### src/rtl/etch_pkg.sv
// Shared constants, state encoding and pixel-address helper for the
// etch cursor plotter.
package etch_pkg;

  localparam int H_RES   = 160;
  localparam int V_RES   = 120;
  localparam int COUNT_W = 8;
  localparam int X_W     = 8;
  localparam int Y_W     = 7;
  localparam int NPIX    = H_RES * V_RES;
  localparam int ADDR_W  = $clog2(NPIX);

  typedef enum logic [1:0] {
    CLEAR = 2'd0,
    PLOT  = 2'd1,
    IDLE  = 2'd2
  } state_t;

  localparam logic [X_W-1:0]    X_CENTRE  = X_W'(H_RES / 2);
  localparam logic [Y_W-1:0]    Y_CENTRE  = Y_W'(V_RES / 2);
  localparam logic [ADDR_W-1:0] LAST_ADDR = ADDR_W'(NPIX - 1);

  function automatic logic [ADDR_W-1:0] pix_addr(input logic [X_W-1:0] x,
                                                 input logic [Y_W-1:0] y);
    return ADDR_W'(y) * ADDR_W'(H_RES) + ADDR_W'(x);
  endfunction

endpackage

### src/rtl/etch_cursor_plotter_if.sv
// Framebuffer write port. A write transfers on any rising clk edge where
// wr_valid && wr_ready; while wr_valid is high and wr_ready low, wr_addr and
// wr_data hold steady and wr_valid is not withdrawn.
interface etch_cursor_plotter_if;
  import etch_pkg::*;

  logic              wr_valid;
  logic              wr_ready;
  logic [ADDR_W-1:0] wr_addr;
  logic              wr_data;

  modport master (output wr_valid, output wr_addr, output wr_data, input wr_ready);
  modport slave  (input wr_valid, input wr_addr, input wr_data, output wr_ready);

endinterface

### src/rtl/etch_clamp_add.sv
// Signed delta added to an unsigned position, saturated to [0, LIMIT-1].
// Two guard bits keep the sum free of overflow before the clamp.
module etch_clamp_add #(
  parameter int W     = 8,
  parameter int DW    = 8,
  parameter int LIMIT = 160
) (
  input  logic [W-1:0]         pos,
  input  logic signed [DW-1:0] delta,
  output logic [W-1:0]         result
);

  localparam logic signed [W+1:0] MAX_POS = (W+2)'(LIMIT - 1);

  logic signed [W+1:0] sum;

  assign sum = $signed({2'b00, pos}) + $signed({{(W+2-DW){delta[DW-1]}}, delta});

  always_comb begin
    result = sum[W-1:0];
    if (sum < 0)
      result = '0;
    else if (sum > MAX_POS)
      result = MAX_POS[W-1:0];
  end

endmodule

### src/rtl/etch_cursor_plotter.sv
// Turns wrapping quadrature counts into a clamped cursor, inks one pixel per
// move, and sweeps the framebuffer blank after reset or on request.
module etch_cursor_plotter
  import etch_pkg::*;
(
  input  logic                  clk,
  input  logic                  rst,
  input  logic [COUNT_W-1:0]    x_count,
  input  logic [COUNT_W-1:0]    y_count,
  input  logic                  clear_req,
  etch_cursor_plotter_if.master wr,
  output logic [X_W-1:0]        cursor_x,
  output logic [Y_W-1:0]        cursor_y,
  output logic                  busy,
  output state_t                state
);

  state_t              state_n;
  logic [ADDR_W-1:0]   clr_addr, clr_addr_n;
  logic [COUNT_W-1:0]  prev_x, prev_x_n, prev_y, prev_y_n;
  logic [X_W-1:0]      cursor_x_n, nx_x;
  logic [Y_W-1:0]      cursor_y_n, nx_y;
  logic                wr_valid_q, wr_valid_n, wr_data_q, wr_data_n;
  logic [ADDR_W-1:0]   wr_addr_q, wr_addr_n;
  logic                clr_pend, clr_pend_n, busy_n, hs;
  logic signed [COUNT_W-1:0] dx, dy;

  // Modular subtraction makes counter wrap look like a +/-1 step.
  assign dx = x_count - prev_x;
  assign dy = y_count - prev_y;
  assign hs = wr_valid_q & wr.wr_ready;

  etch_clamp_add #(.W(X_W), .DW(COUNT_W), .LIMIT(H_RES)) u_clamp_x (
    .pos(cursor_x), .delta(dx), .result(nx_x));
  etch_clamp_add #(.W(Y_W), .DW(COUNT_W), .LIMIT(V_RES)) u_clamp_y (
    .pos(cursor_y), .delta(dy), .result(nx_y));

  always_comb begin
    state_n    = state;
    clr_addr_n = clr_addr;
    prev_x_n   = prev_x;
    prev_y_n   = prev_y;
    cursor_x_n = cursor_x;
    cursor_y_n = cursor_y;
    wr_valid_n = wr_valid_q;
    wr_addr_n  = wr_addr_q;
    wr_data_n  = wr_data_q;
    clr_pend_n = clr_pend;
    case (state)
      CLEAR: begin
        wr_valid_n = 1'b1;
        wr_data_n  = 1'b0;
        wr_addr_n  = clr_addr;
        if (hs) begin
          if (clr_addr == LAST_ADDR) begin
            // Counts are resynchronised here so motion during the sweep is dropped.
            prev_x_n  = x_count;
            prev_y_n  = y_count;
            state_n   = PLOT;
            wr_data_n = 1'b1;
            wr_addr_n = pix_addr(cursor_x, cursor_y);
          end else begin
            clr_addr_n = clr_addr + 1'b1;
            wr_addr_n  = clr_addr + 1'b1;
          end
        end
      end
      PLOT: begin
        if (clear_req)
          clr_pend_n = 1'b1;
        if (hs) begin
          if (clr_pend || clear_req) begin
            clr_pend_n = 1'b0;
            clr_addr_n = '0;
            state_n    = CLEAR;
            wr_valid_n = 1'b1;
            wr_addr_n  = '0;
            wr_data_n  = 1'b0;
          end else begin
            state_n    = IDLE;
            wr_valid_n = 1'b0;
          end
        end
      end
      IDLE: begin
        wr_valid_n = 1'b0;
        if (clear_req) begin
          clr_addr_n = '0;
          state_n    = CLEAR;
          wr_valid_n = 1'b1;
          wr_addr_n  = '0;
          wr_data_n  = 1'b0;
        end else if (dx != 0 || dy != 0) begin
          prev_x_n   = x_count;
          prev_y_n   = y_count;
          cursor_x_n = nx_x;
          cursor_y_n = nx_y;
          state_n    = PLOT;
          wr_valid_n = 1'b1;
          wr_data_n  = 1'b1;
          wr_addr_n  = pix_addr(nx_x, nx_y);
        end
      end
      default: state_n = CLEAR;
    endcase
    busy_n = (state_n != IDLE);
  end

  always_ff @(posedge clk or posedge rst) begin
    if (rst) begin
      state      <= CLEAR;
      clr_addr   <= '0;
      prev_x     <= '0;
      prev_y     <= '0;
      cursor_x   <= X_CENTRE;
      cursor_y   <= Y_CENTRE;
      wr_valid_q <= 1'b0;
      wr_addr_q  <= '0;
      wr_data_q  <= 1'b0;
      clr_pend   <= 1'b0;
      busy       <= 1'b1;
    end else begin
      state      <= state_n;
      clr_addr   <= clr_addr_n;
      prev_x     <= prev_x_n;
      prev_y     <= prev_y_n;
      cursor_x   <= cursor_x_n;
      cursor_y   <= cursor_y_n;
      wr_valid_q <= wr_valid_n;
      wr_addr_q  <= wr_addr_n;
      wr_data_q  <= wr_data_n;
      clr_pend   <= clr_pend_n;
      busy       <= busy_n;
    end
  end

  assign wr.wr_valid = wr_valid_q;
  assign wr.wr_addr  = wr_addr_q;
  assign wr.wr_data  = wr_data_q;

endmodule

### src/flat_wrapper.sv
// flat-port wrapper written by rule: the top's interface ports become plain ports
module etch_cursor_plotter_flat import etch_pkg::*;
  (clk, rst, x_count, y_count, clear_req, cursor_x, cursor_y, busy, state, wr_wr_valid, wr_wr_addr, wr_wr_data, wr_wr_ready);
  etch_cursor_plotter_if wr_i ();
  input  logic clk;
  input  logic rst;
  input  logic [COUNT_W-1:0] x_count;
  input  logic [COUNT_W-1:0] y_count;
  input  logic clear_req;
  output logic [X_W-1:0] cursor_x;
  output logic [Y_W-1:0] cursor_y;
  output logic busy;
  output state_t state;
  output wire logic [$bits(wr_i.wr_valid)-1:0] wr_wr_valid;
  output wire logic [$bits(wr_i.wr_addr)-1:0] wr_wr_addr;
  output wire logic [$bits(wr_i.wr_data)-1:0] wr_wr_data;
  input wire logic [$bits(wr_i.wr_ready)-1:0] wr_wr_ready;
  assign wr_wr_valid = wr_i.wr_valid;
  assign wr_wr_addr = wr_i.wr_addr;
  assign wr_wr_data = wr_i.wr_data;
  assign wr_i.wr_ready = wr_wr_ready;
  etch_cursor_plotter u_core (.clk(clk), .rst(rst), .x_count(x_count), .y_count(y_count), .clear_req(clear_req), .wr(wr_i), .cursor_x(cursor_x), .cursor_y(cursor_y), .busy(busy), .state(state));
endmodule
### config.mk
export PLATFORM = sky130hd
export DESIGN_NAME = etch_cursor_plotter_flat
export DESIGN_NICKNAME = d
export VERILOG_FILES = /design/src/rtl/etch_pkg.sv /design/src/rtl/etch_cursor_plotter_if.sv /design/src/rtl/etch_clamp_add.sv /design/src/rtl/etch_cursor_plotter.sv /design/src/flat_wrapper.sv
export SDC_FILE = /design/constraint.sdc
export NUM_CORES = 1
export LEC_CHECK = 0
export ABC_CLOCK_PERIOD_IN_PS = 12200
export CAP_MARGIN = 10
export CELL_PAD_IN_SITES_DETAIL_PLACEMENT = 1
export CELL_PAD_IN_SITES_GLOBAL_PLACEMENT = 1
export CORE_MARGIN = 2
export CORE_UTILIZATION = 45
export DETAILED_ROUTE_END_ITERATION = 10
export PLACE_DENSITY_LB_ADDON = 0.15
export RECOVER_POWER = 100
export REMOVE_ABC_BUFFERS = 1
export SYNTH_ARGS = -nofsm -noshare
export SYNTH_HDL_FRONTEND = slang
export SYNTH_HIERARCHICAL = 1
export SYNTH_SLANG_ARGS = --single-unit
### constraint.sdc
create_clock -name clk -period 12.2 [get_ports clk]
set_input_delay 3.05 -clock clk [delete_from_list [all_inputs] [get_ports clk]]
set_output_delay 3.05 -clock clk [all_outputs]
set_load 0.01 [all_outputs]
======== Word-level counts from Yosys, hierarchy flattened ========
Cells that the tools add are included.
Widths: inputs -> output; s select.
storage, ports and cells
  flip-flop bits (word level) ............. 67
  bits in latches ......................... 0
  bits in writable memories ............... 0
  bits in read-only memories .............. 0
  input port bits ......................... 20
  output and inout port bits .............. 35
  word-level logic and storage cells ...... 98
  memories ................................ 0
operators by class
  $add $sub $neg .......................... 7
  $mul .................................... 2
  div/mod/pow operators ................... 0
  order comparisons ....................... 4
  equal/unequal tests ..................... 13
  shift operators ......................... 0
  muxes and demuxes ....................... 47
  bitwise operators ....................... 2
  reductions and logical operators ........ 12
operators with widths
  cell                   count
  $mux 15                9
  $pmux 15 s3            2
  $mux 8                 10
  $reduce_bool 32->1     2
  $pmux 8 s2             2
  $add 15x8->15          2
  $mul 7x3->10 const B   2
  $sub 8x8->8            2
  $add 15x1->15 const B  1
  $eq 15x15->1 const B   1
  $mux 7                 2
  $mux 1                 13
  $mux 2                 6
  $add 9x8->10           1
  $gt 10x9->1 const B    1
  $lt 10x1->1 const B    1
  $ne 2x1->1 const B     5
  $add 8x8->9            1
  $gt 9x8->1 const B     1
  $lt 9x1->1 const B     1
  $ne 2x2->1 const B     4
  $pmux 1 s3             2
  $pmux 2 s3             1
  $reduce_and 6->1       1
  other kinds (13)       14

======== Depth between registers and ports, before layout ========
Gate-level depths: netlist of the first run.
  word-level depth ........................ 10
  mapped depth ............................ 25
  depth with buffers taken out ............ 24

======== Modules after synthesis ========
The synthesis of the first run kept the hierarchy.
modules (own cells, without submodules)
  module                             times used  cells an instance  area each (um2)  sequential area each (um2)
  etch_cursor_plotter                1           586                5368.9           1685.4
  etch_clamp_add (u_core.u_clamp_x)  1           70                 555.5            0.0
  etch_clamp_add (u_core.u_clamp_y)  1           58                 434.2            0.0

======== Worst setup path before layout of the first run ========
Ideal clock, no wire load.
  kind .................................... input to register
  from .................................... in y_count[0]
  to ...................................... reg u_core.wr_addr_q[12], in the netlist u_core/wr.wr_addr[12]
  library setup time ...................... 0.125 ns
  arrival ................................. 8.052 ns
  data required time ...................... 12.075 ns
  path slack .............................. 4.023 ns
  cell stages on the path ................. 25
  buffers on the path ..................... 1
  path through ............................ inv_1 ha_1 inv_1 fa_1 a211oi_1 nor2_1 xnor2_1 inv_1 ha_1 inv_2 o31a_1 or3_1 and2_4 buf_6 a31oi_1 ha_1 ha_1 fa_1 xor2_1 nand4_1 nor3_1 xnor2_1 a32oi_1 o31ai_1 mux2_2
on the way
  word-level cells in the longest chain between the ends .. 10
  elaborated cells on any way between the ends .. 15
  those cells by class .................... 3 x add/sub; 1 x mul; 2 x order compare; 1 x eq/ne; 5 x mux; 3 x reduce/logical
RTL lines
  item                  line                        text
  start, declared       flat_wrapper.sv:8           input logic [COUNT_W-1:0] y_count;
  $sub 8x8->8 (*)       etch_cursor_plotter.sv:30   assign dy = y_count - prev_y;
  net u_core.dy[4]      etch_cursor_plotter.sv:26   logic signed [COUNT_W-1:0] dx, dy;
  $add 8x8->9 (*)       etch_clamp_add.sv:17        assign sum = $signed({2'b00, pos}) + $signed({{(W+2-DW){delta[DW-1]}}, delta});
  $gt 9x8->1            etch_clamp_add.sv:23        else if (sum > MAX_POS)
  $mux 7                etch_clamp_add.sv:23
  $mux 7 (*)            etch_clamp_add.sv:21        if (sum < 0)
  net u_core.nx_y[1]    etch_cursor_plotter.sv:22   logic [Y_W-1:0] cursor_y_n, nx_y;
  $mul 7x3->10 (*)      etch_pkg.sv:25              return ADDR_W'(y) * ADDR_W'(H_RES) + ADDR_W'(x);
  $add 15x8->15 (*)     etch_pkg.sv:25
  $mux 15 (*)           etch_cursor_plotter.sv:93   end else if (dx != 0 || dy != 0) begin
  $mux 15 (*)           etch_cursor_plotter.sv:87   if (clear_req) begin
  $pmux 15 s3 (*)       etch_cursor_plotter.sv:49   case (state)
  end signal, assigned  etch_cursor_plotter.sv:130  wr_addr_q <= wr_addr_n;
  end, declared         etch_cursor_plotter.sv:24   logic [ADDR_W-1:0] wr_addr_q, wr_addr_n;
The timed path passes the listed nets; every way through them passes the cells marked *. The select of a mux whose other input is x is not followed.
A chain may end at the register's enable or synchronous reset.

======== Worst setup path in the final report of the first run ========
Same ends and word-level chain as after synthesis.

==> results of run 1 <==
## area by class of cell
cell class | count | area, um2 | area share
inverters | 48 | 180 | 0.0247
repair buffers | 57 | 559 | 0.0766
clock inverters | 6 | 113 | 0.0154
multi-input cells | 578 | 4310 | 0.591
clock buffers | 10 | 229 | 0.0313
well taps | 180 | 225 | 0.0308
flip-flops and latches | 67 | 1690 | 0.231
## report_power, final
group	switching (W)	internal (W)
clock	0.000107	0.000201
sequential	0.0000206	0.000240
combinational	0.000174	0.000120
total	0.000301	0.000560
## per-stage QoR
stage	util	total power [W]	hold slack [ns]	worst slack (ns)	std cells
5_1_grt	0.528	0.000914	0.518	2.50	946
6_report	0.528	0.000861	0.485	2.97	946
2_1_floorplan	-	0.000467	0.481	4.09	693
4_1_cts	0.532	0.000871	0.510	3.12	946
3_3_place_gp	0.507	0.000544	0.488	3.12	930
3_5_place_dp	0.507	0.000558	0.495	2.76	930
## layer usage
layer	share of wire	global-route usage	vias up
li1	-	-	2736
met1	0.46	0.331	2877
met2	0.50	0.452	89
met3	0.021	0.0297	22
met4	0.017	0.0905	0
met5	0	0	-
## cell usage in the layout, fill, tap and decap left out, types with 17 or more instances in the layout
cell,synthesis,final
nand3_1,17,17
dfrtp_1,60,60
a21oi_1,52,52
ha_1,62,62
nand2_1,45,45
inv_1,47,47
mux2_2,34,33
dlygate4sd3_1,0,39
xnor2_1,23,23
o21ai_0,49,51
nor2_1,51,51
## flip-flops by register name, indices dropped and copies added, names as in the netlist
name                flops
u_core/busy             1
u_core/clr_addr        15
u_core/clr_pend         1
u_core/cursor_x         8
u_core/cursor_y         7
u_core/prev_x           8
u_core/prev_y           8
u_core/state            2
u_core/wr.wr_addr      15
u_core/wr.wr_data       1
u_core/wr.wr_valid      1
## how the worst max path moves through the flow
stage                           from                    end  slack (ns)  cells past startpoint
after floorplan           y_count[0]  u_core/wr.wr_addr[12]        4.09                     24
final                     y_count[0]  u_core/wr.wr_addr[12]        2.97                     25
after global routing      y_count[0]  u_core/wr.wr_addr[12]        2.50                     25
after detailed placement  y_count[0]  u_core/wr.wr_addr[12]        2.76                     25
after CTS                 y_count[0]  u_core/wr.wr_addr[12]        3.12                     25
after global placement    y_count[0]  u_core/wr.wr_addr[12]        3.12                     25
## kinds of logic after synthesis
kind of cell	count (synthesis)
xor+xnor	35
simple gates	210
compound gates	210
buf+inv	69
fa+ha+maj	70
flops	67
mux	53
==> metrics.yaml, run 1 <==
synth-compound-area-share: 0.220
root_buffer: "clkbuf_16"
cts_resized: 0
leakage_nw: 3.30
clk_pin_slew_ns: 0.06
yosysMostFrequentCell: "ha_1"
yosysWarnings: 6
grt_pass1_wl_um: 30400
core_mm2: 0.0138
antenna_cells: 0
period_needed_ns: 9.23
cp.arrival_ns: 9.45
synthMuxAreaShare: 0.0972
drive_gt1_frac: 0.0953
place_congestion: 0.895
grt_util_all_layers: 0.259
status: "complete, but fails checks"
ys_types: 79
holdPathEnd: "u_core/prev_x[2]"
fin_tns_setup_ns: 0
rsz0062_at_grt: "no"
r2r_cells: 23
min_from: "u_core/prev_x[2]"
rrSetupSlack_ns: 5.96
fin_worst_skew_ns: 0.00671
hpwl_um: 14300
drc: 0
dr.pass1.iters: 4
setup_viol: 0
ant_nets: 0
whs_path_depth: 1
critPathMaxFanout: 5
vias_per_cell: 6.05
maxSlewViolCount: 103
crit-reg2reg-capture: "u_core/wr.wr_addr[12]"
synth-simple-area-share: 0.173
ys_seq_area_frac: 0.265
finalCritPeriodShare: 0.756
syn_to_final_growth_pct: 14.9
placed_area_mm2: 0.00702
violations: "max-capacitance violations, max-slew violations"
critPathBufInv: 5
relSlewSlack: -1.62
grt_max_degree: 68
htreeDepth: 3
die_y_um: 123
ios: 55
die_w_um: 123
dieArea_mm2: 0.0151
num_rows: 43
startpoint_type: "input port"
crit_type: "in2reg"
drv_cap: 3
antenna_found_initial: 0
synth_commonest_cells: "62 x ha_1, 60 x dfrtp_1, 52 x a21oi_1"
synth_edf_count: 0
syn_area_mm2: 0.00636
crit_slowest_cell: "dlygate4sd3_1"
cts_buffer_depth: 2
clk_latency_ns: 0.35
synth_top_family_by_area: "compound AO/OA/AOI/OAI gates"
grt_pass1_vias: 5964
post_drt_wl_per_cell_um: 19.8
port_buffers: 54
cts_buffers: 9
synth.avg_cell_area_um2: 8.91
synth_area_leaders: "dfrtp_1 24%, ha_1 12%, mux2_2 6.0%"
synth_flop_cell: "dfrtp_1"
synthXorXnorAreaFrac: 0.0482
drt_iter0_drc: 342
ys_ff_latch: 67
reg2reg_from: "u_core/prev_y[0]"
synthAdderAreaFrac: 0.147
cts_sinks: 67
yosysTopAreaCell: "dfrtp_1"
fillers: 1610
nets: 851
hold_path_class: "reg2reg"
end_kind: "flop"
overflow: 0
synth-async-reset-ratio: 1.00
postCtsHoldBufs: 0
cts_tree: "built"
cpPeakStageDelay_ns: 0.55
finalHoldViolCount: 0
tightest_slew_ns: 3.93
start_util: 0.460
max_freq_ghz: 0.108
power.density_mw_per_mm2: 118
yosys.area.top_type_share: 0.236
syn_inst: 714
vdd_ir_drop_max_mv: 0.0589
design_area_mm2: 0.00731
cp.required_ns: 12.42
critical-path-top-delay-family: "adder cells"
num_vias: 5724
wirelength_um: 18800
post_cts_buffers: 0
(Power assumes the default switching activity.)
==> run 2: changes to the inputs <==
--- a/config.mk
+++ b/config.mk
@@ -5,7 +5,7 @@
 export SDC_FILE = /design/constraint.sdc
 export NUM_CORES = 1
 export LEC_CHECK = 0
-export ABC_CLOCK_PERIOD_IN_PS = 12200
+export ABC_CLOCK_PERIOD_IN_PS = 9210
 export CAP_MARGIN = 10
 export CELL_PAD_IN_SITES_DETAIL_PLACEMENT = 1
 export CELL_PAD_IN_SITES_GLOBAL_PLACEMENT = 1
==> constraint.sdc (replaced) <==
create_clock -name clk -period 9.21 [get_ports clk]
set_input_delay 2.3025 -clock clk [delete_from_list [all_inputs] [get_ports clk]]
set_output_delay 2.3025 -clock clk [all_outputs]
set_load 0.01 [all_outputs]
==> run 2 against run 1 <==
Clock-buffer cell count rose by 2. Critical path depth did not move. The flow still finishes with violations (max-capacitance violations, max-slew violations). Clock power rose by 20%. Via count fell by 0.52%.
==> metrics.yaml, run 2 (synthesis gave the netlist of run 1 again) <==
status: "complete, but fails checks"
violations: "max-capacitance violations, max-slew violations"
cp.arrival_ns: 8.61  # -0.84 ns
wirelength_um: 18600  # -0.97%
period_needed_ns: 8.38
finalCritPeriodShare: 0.910
hpwl_um: 14200  # -0.20%
stdcell_count: 947  # +0.11%
ios: 55  # unchanged
dieArea_mm2: 0.0151  # unchanged
tightest_slew_ns: 3.91  # -0.0228 ns
power.density_mw_per_mm2: 150  # +28%
htreeDepth: 3  # unchanged
grt_util_all_layers: 0.261  # +0.00118
place_congestion: 0.881  # -1.6%
drv_cap: 3  # unchanged
end_kind: "flop"
final_core_util: 0.527  # -0.00145
syn_to_final_growth_pct: 14.6
start_util: 0.460  # unchanged
leakage_nw: 3.29  # about the same
rsz0062_at_grt: "no"
nets: 852  # +0.12%
relSlewSlack: -1.61  # +0.0152
post_cts_buffers: 0  # unchanged
clk_pin_slew_ns: 0.06  # about the same
num_vias: 5694  # -0.52%
clk_latency_ns: 0.34  # about the same
ant_nets: 0  # unchanged
die_y_um: 123  # unchanged
r2r_cells: 23  # unchanged
grt_max_degree: 68  # unchanged
post_drt_wl_per_cell_um: 19.6  # -1.1%
whs_path_depth: 1  # unchanged
hold_path_class: "reg2reg"
cp.required_ns: 9.44  # -2.98 ns
crit-reg2reg-capture: "u_core/wr.wr_addr[12]"
min_from: "u_core/prev_x[4]"
cts_sinks: 67  # unchanged
max_freq_ghz: 0.119
drt_iter0_drc: 318  # -7.0%
port_buffers: 54  # unchanged
maxSlewViolCount: 103  # unchanged
reg2reg_from: "u_core/prev_y[0]"
overflow: 0  # unchanged
fin_worst_skew_ns: 0.00746  # +0.000753 ns
cts_buffer_depth: 2  # unchanged
core_mm2: 0.0138  # unchanged
drc: 0  # unchanged
grt_pass1_wl_um: 30700  # +1.0%
root_buffer: "clkbuf_16"
vdd_ir_drop_max_mv: 0.0956  # +62%
layout_commonest_cell: "ha_1"
holdPathEnd: "u_core/prev_x[4]"
antenna_cells: 0  # unchanged
setup_viol: 0  # unchanged
fin_tns_setup_ns: 0  # unchanged
antenna_found_initial: 0  # unchanged
critPathMaxFanout: 5  # unchanged
cts_resized: 0  # unchanged
drive_gt1_frac: 0.0926  # -0.00273
rrSetupSlack_ns: 3.05  # -2.91 ns
startpoint_type: "input port"
final_cell_mix: "62 x ha_1, 60 x dfrtp_1, 52 x a21oi_1"
cts_buffers: 9  # unchanged
finalHoldViolCount: 0  # unchanged
dr.pass1.iters: 5  # +1
crit_type: "in2reg"
fillers: 1615  # +0.31%
place_inst: 931  # +0.11%
postCtsHoldBufs: 0  # unchanged
grt_pass1_vias: 6013  # +0.82%
num_rows: 43  # unchanged
vias_per_cell: 6.01  # -0.63%
die_w_um: 123  # unchanged
cts_tree: "built"
run 2: cell types whose count changed in the layout (fill, tap and decap cells not counted), moves of 2 or more:
cell	previous run	this run
mux2_2	33	29
mux2_1	10	14
bufinv_16	3	1
clkbuf_8	0	3
run 2: worst max-delay path by stage:
stage	slack, ns	start	to
2_1_floorplan	1.84	y_count[0]	u_core/wr.wr_addr[12]
3_3_place_gp	0.91	y_count[0]	u_core/wr.wr_addr[12]
3_5_place_dp	0.56	y_count[0]	u_core/wr.wr_addr[12]
4_1_cts	0.94	y_count[0]	u_core/wr.wr_addr[12]
5_1_grt	0.23	y_count[0]	u_core/wr.wr_addr[12]
6_report	0.83	y_count[0]	u_core/wr.wr_addr[12]
run 2: cell type report:
class / instances / area, um2 / share of cell area
sequential: 67 / 1690 / 0.231
tap: 180 / 225 / 0.0309
clock buffer: 12 / 267 / 0.0366
multi-input combinational: 578 / 4310 / 0.592
timing repair buffer: 58 / 567 / 0.0778
clock inverter: 4 / 47.5 / 0.00653
inverter: 48 / 180 / 0.0247
run 2: where the power goes:
group          switching, W  internal (W)
logic              0.000225      0.000158
clock network      0.000136      0.000231
registers         0.0000270      0.000318
total              0.000389      0.000707
run 2: through the flow:
| stage | instance area (um2) | power [W] | hold WS (ns) | setup slack (ns) |
|---|---|---|---|---|
| final | 7290 | 0.00110 | 0.486 | 0.825 |
| after global routing | 7290 | 0.00116 | 0.503 | 0.228 |
| after CTS | 7340 | 0.00111 | 0.505 | 0.940 |
| after detailed placement | 7020 | 0.000735 | 0.493 | 0.558 |
| after global placement | 7020 | 0.000720 | 0.487 | 0.912 |
| after floorplan | 6230 | 0.000618 | 0.481 | 1.84 |
run 2: routing by layer:
metal | GRT usage | vias to the layer above | share of wire
li1 | - | 2738 | -
met1 | 0.336 | 2834 | 0.45
met2 | 0.458 | 108 | 0.51
met3 | 0.0381 | 14 | 0.033
met4 | 0.0603 | 0 | 0.0097
met5 | 0 | - | 0
run 2: critical path, cell delays in order:
cell and delay (ns):
dlygate4sd3_1 0.55, inv_1 0.06, ha_1 0.16, inv_1 0.07, fa_1 0.41, a211oi_1 0.34, nor2_1 0.11, xnor2_1 0.25
inv_1 0.08, ha_1 0.37, inv_1 0.11, or4_1 0.50, o2111ai_1 0.15, nand4_1 0.20, a31oi_1 0.51, ha_1 0.34
ha_1 0.24, fa_1 0.42, xor2_1 0.23, nand4_1 0.14, nor3_1 0.40, xnor2_1 0.13, a32oi_1 0.17, o31ai_1 0.09
mux2_2 0.26
==> run 3: changes to the inputs <==
--- a/config.mk
+++ b/config.mk
@@ -6,7 +6,6 @@
 export NUM_CORES = 1
 export LEC_CHECK = 0
 export ABC_CLOCK_PERIOD_IN_PS = 9210
-export CAP_MARGIN = 10
 export CELL_PAD_IN_SITES_DETAIL_PLACEMENT = 1
 export CELL_PAD_IN_SITES_GLOBAL_PLACEMENT = 1
 export CORE_MARGIN = 2
@@ -15,6 +14,7 @@
 export PLACE_DENSITY_LB_ADDON = 0.15
 export RECOVER_POWER = 100
 export REMOVE_ABC_BUFFERS = 1
+export SLEW_MARGIN = 0
 export SYNTH_ARGS = -nofsm -noshare
 export SYNTH_HDL_FRONTEND = slang
 export SYNTH_HIERARCHICAL = 1
==> results of run 3 <==
No change in the layout: final DEF, timing and power equal those of run 2.
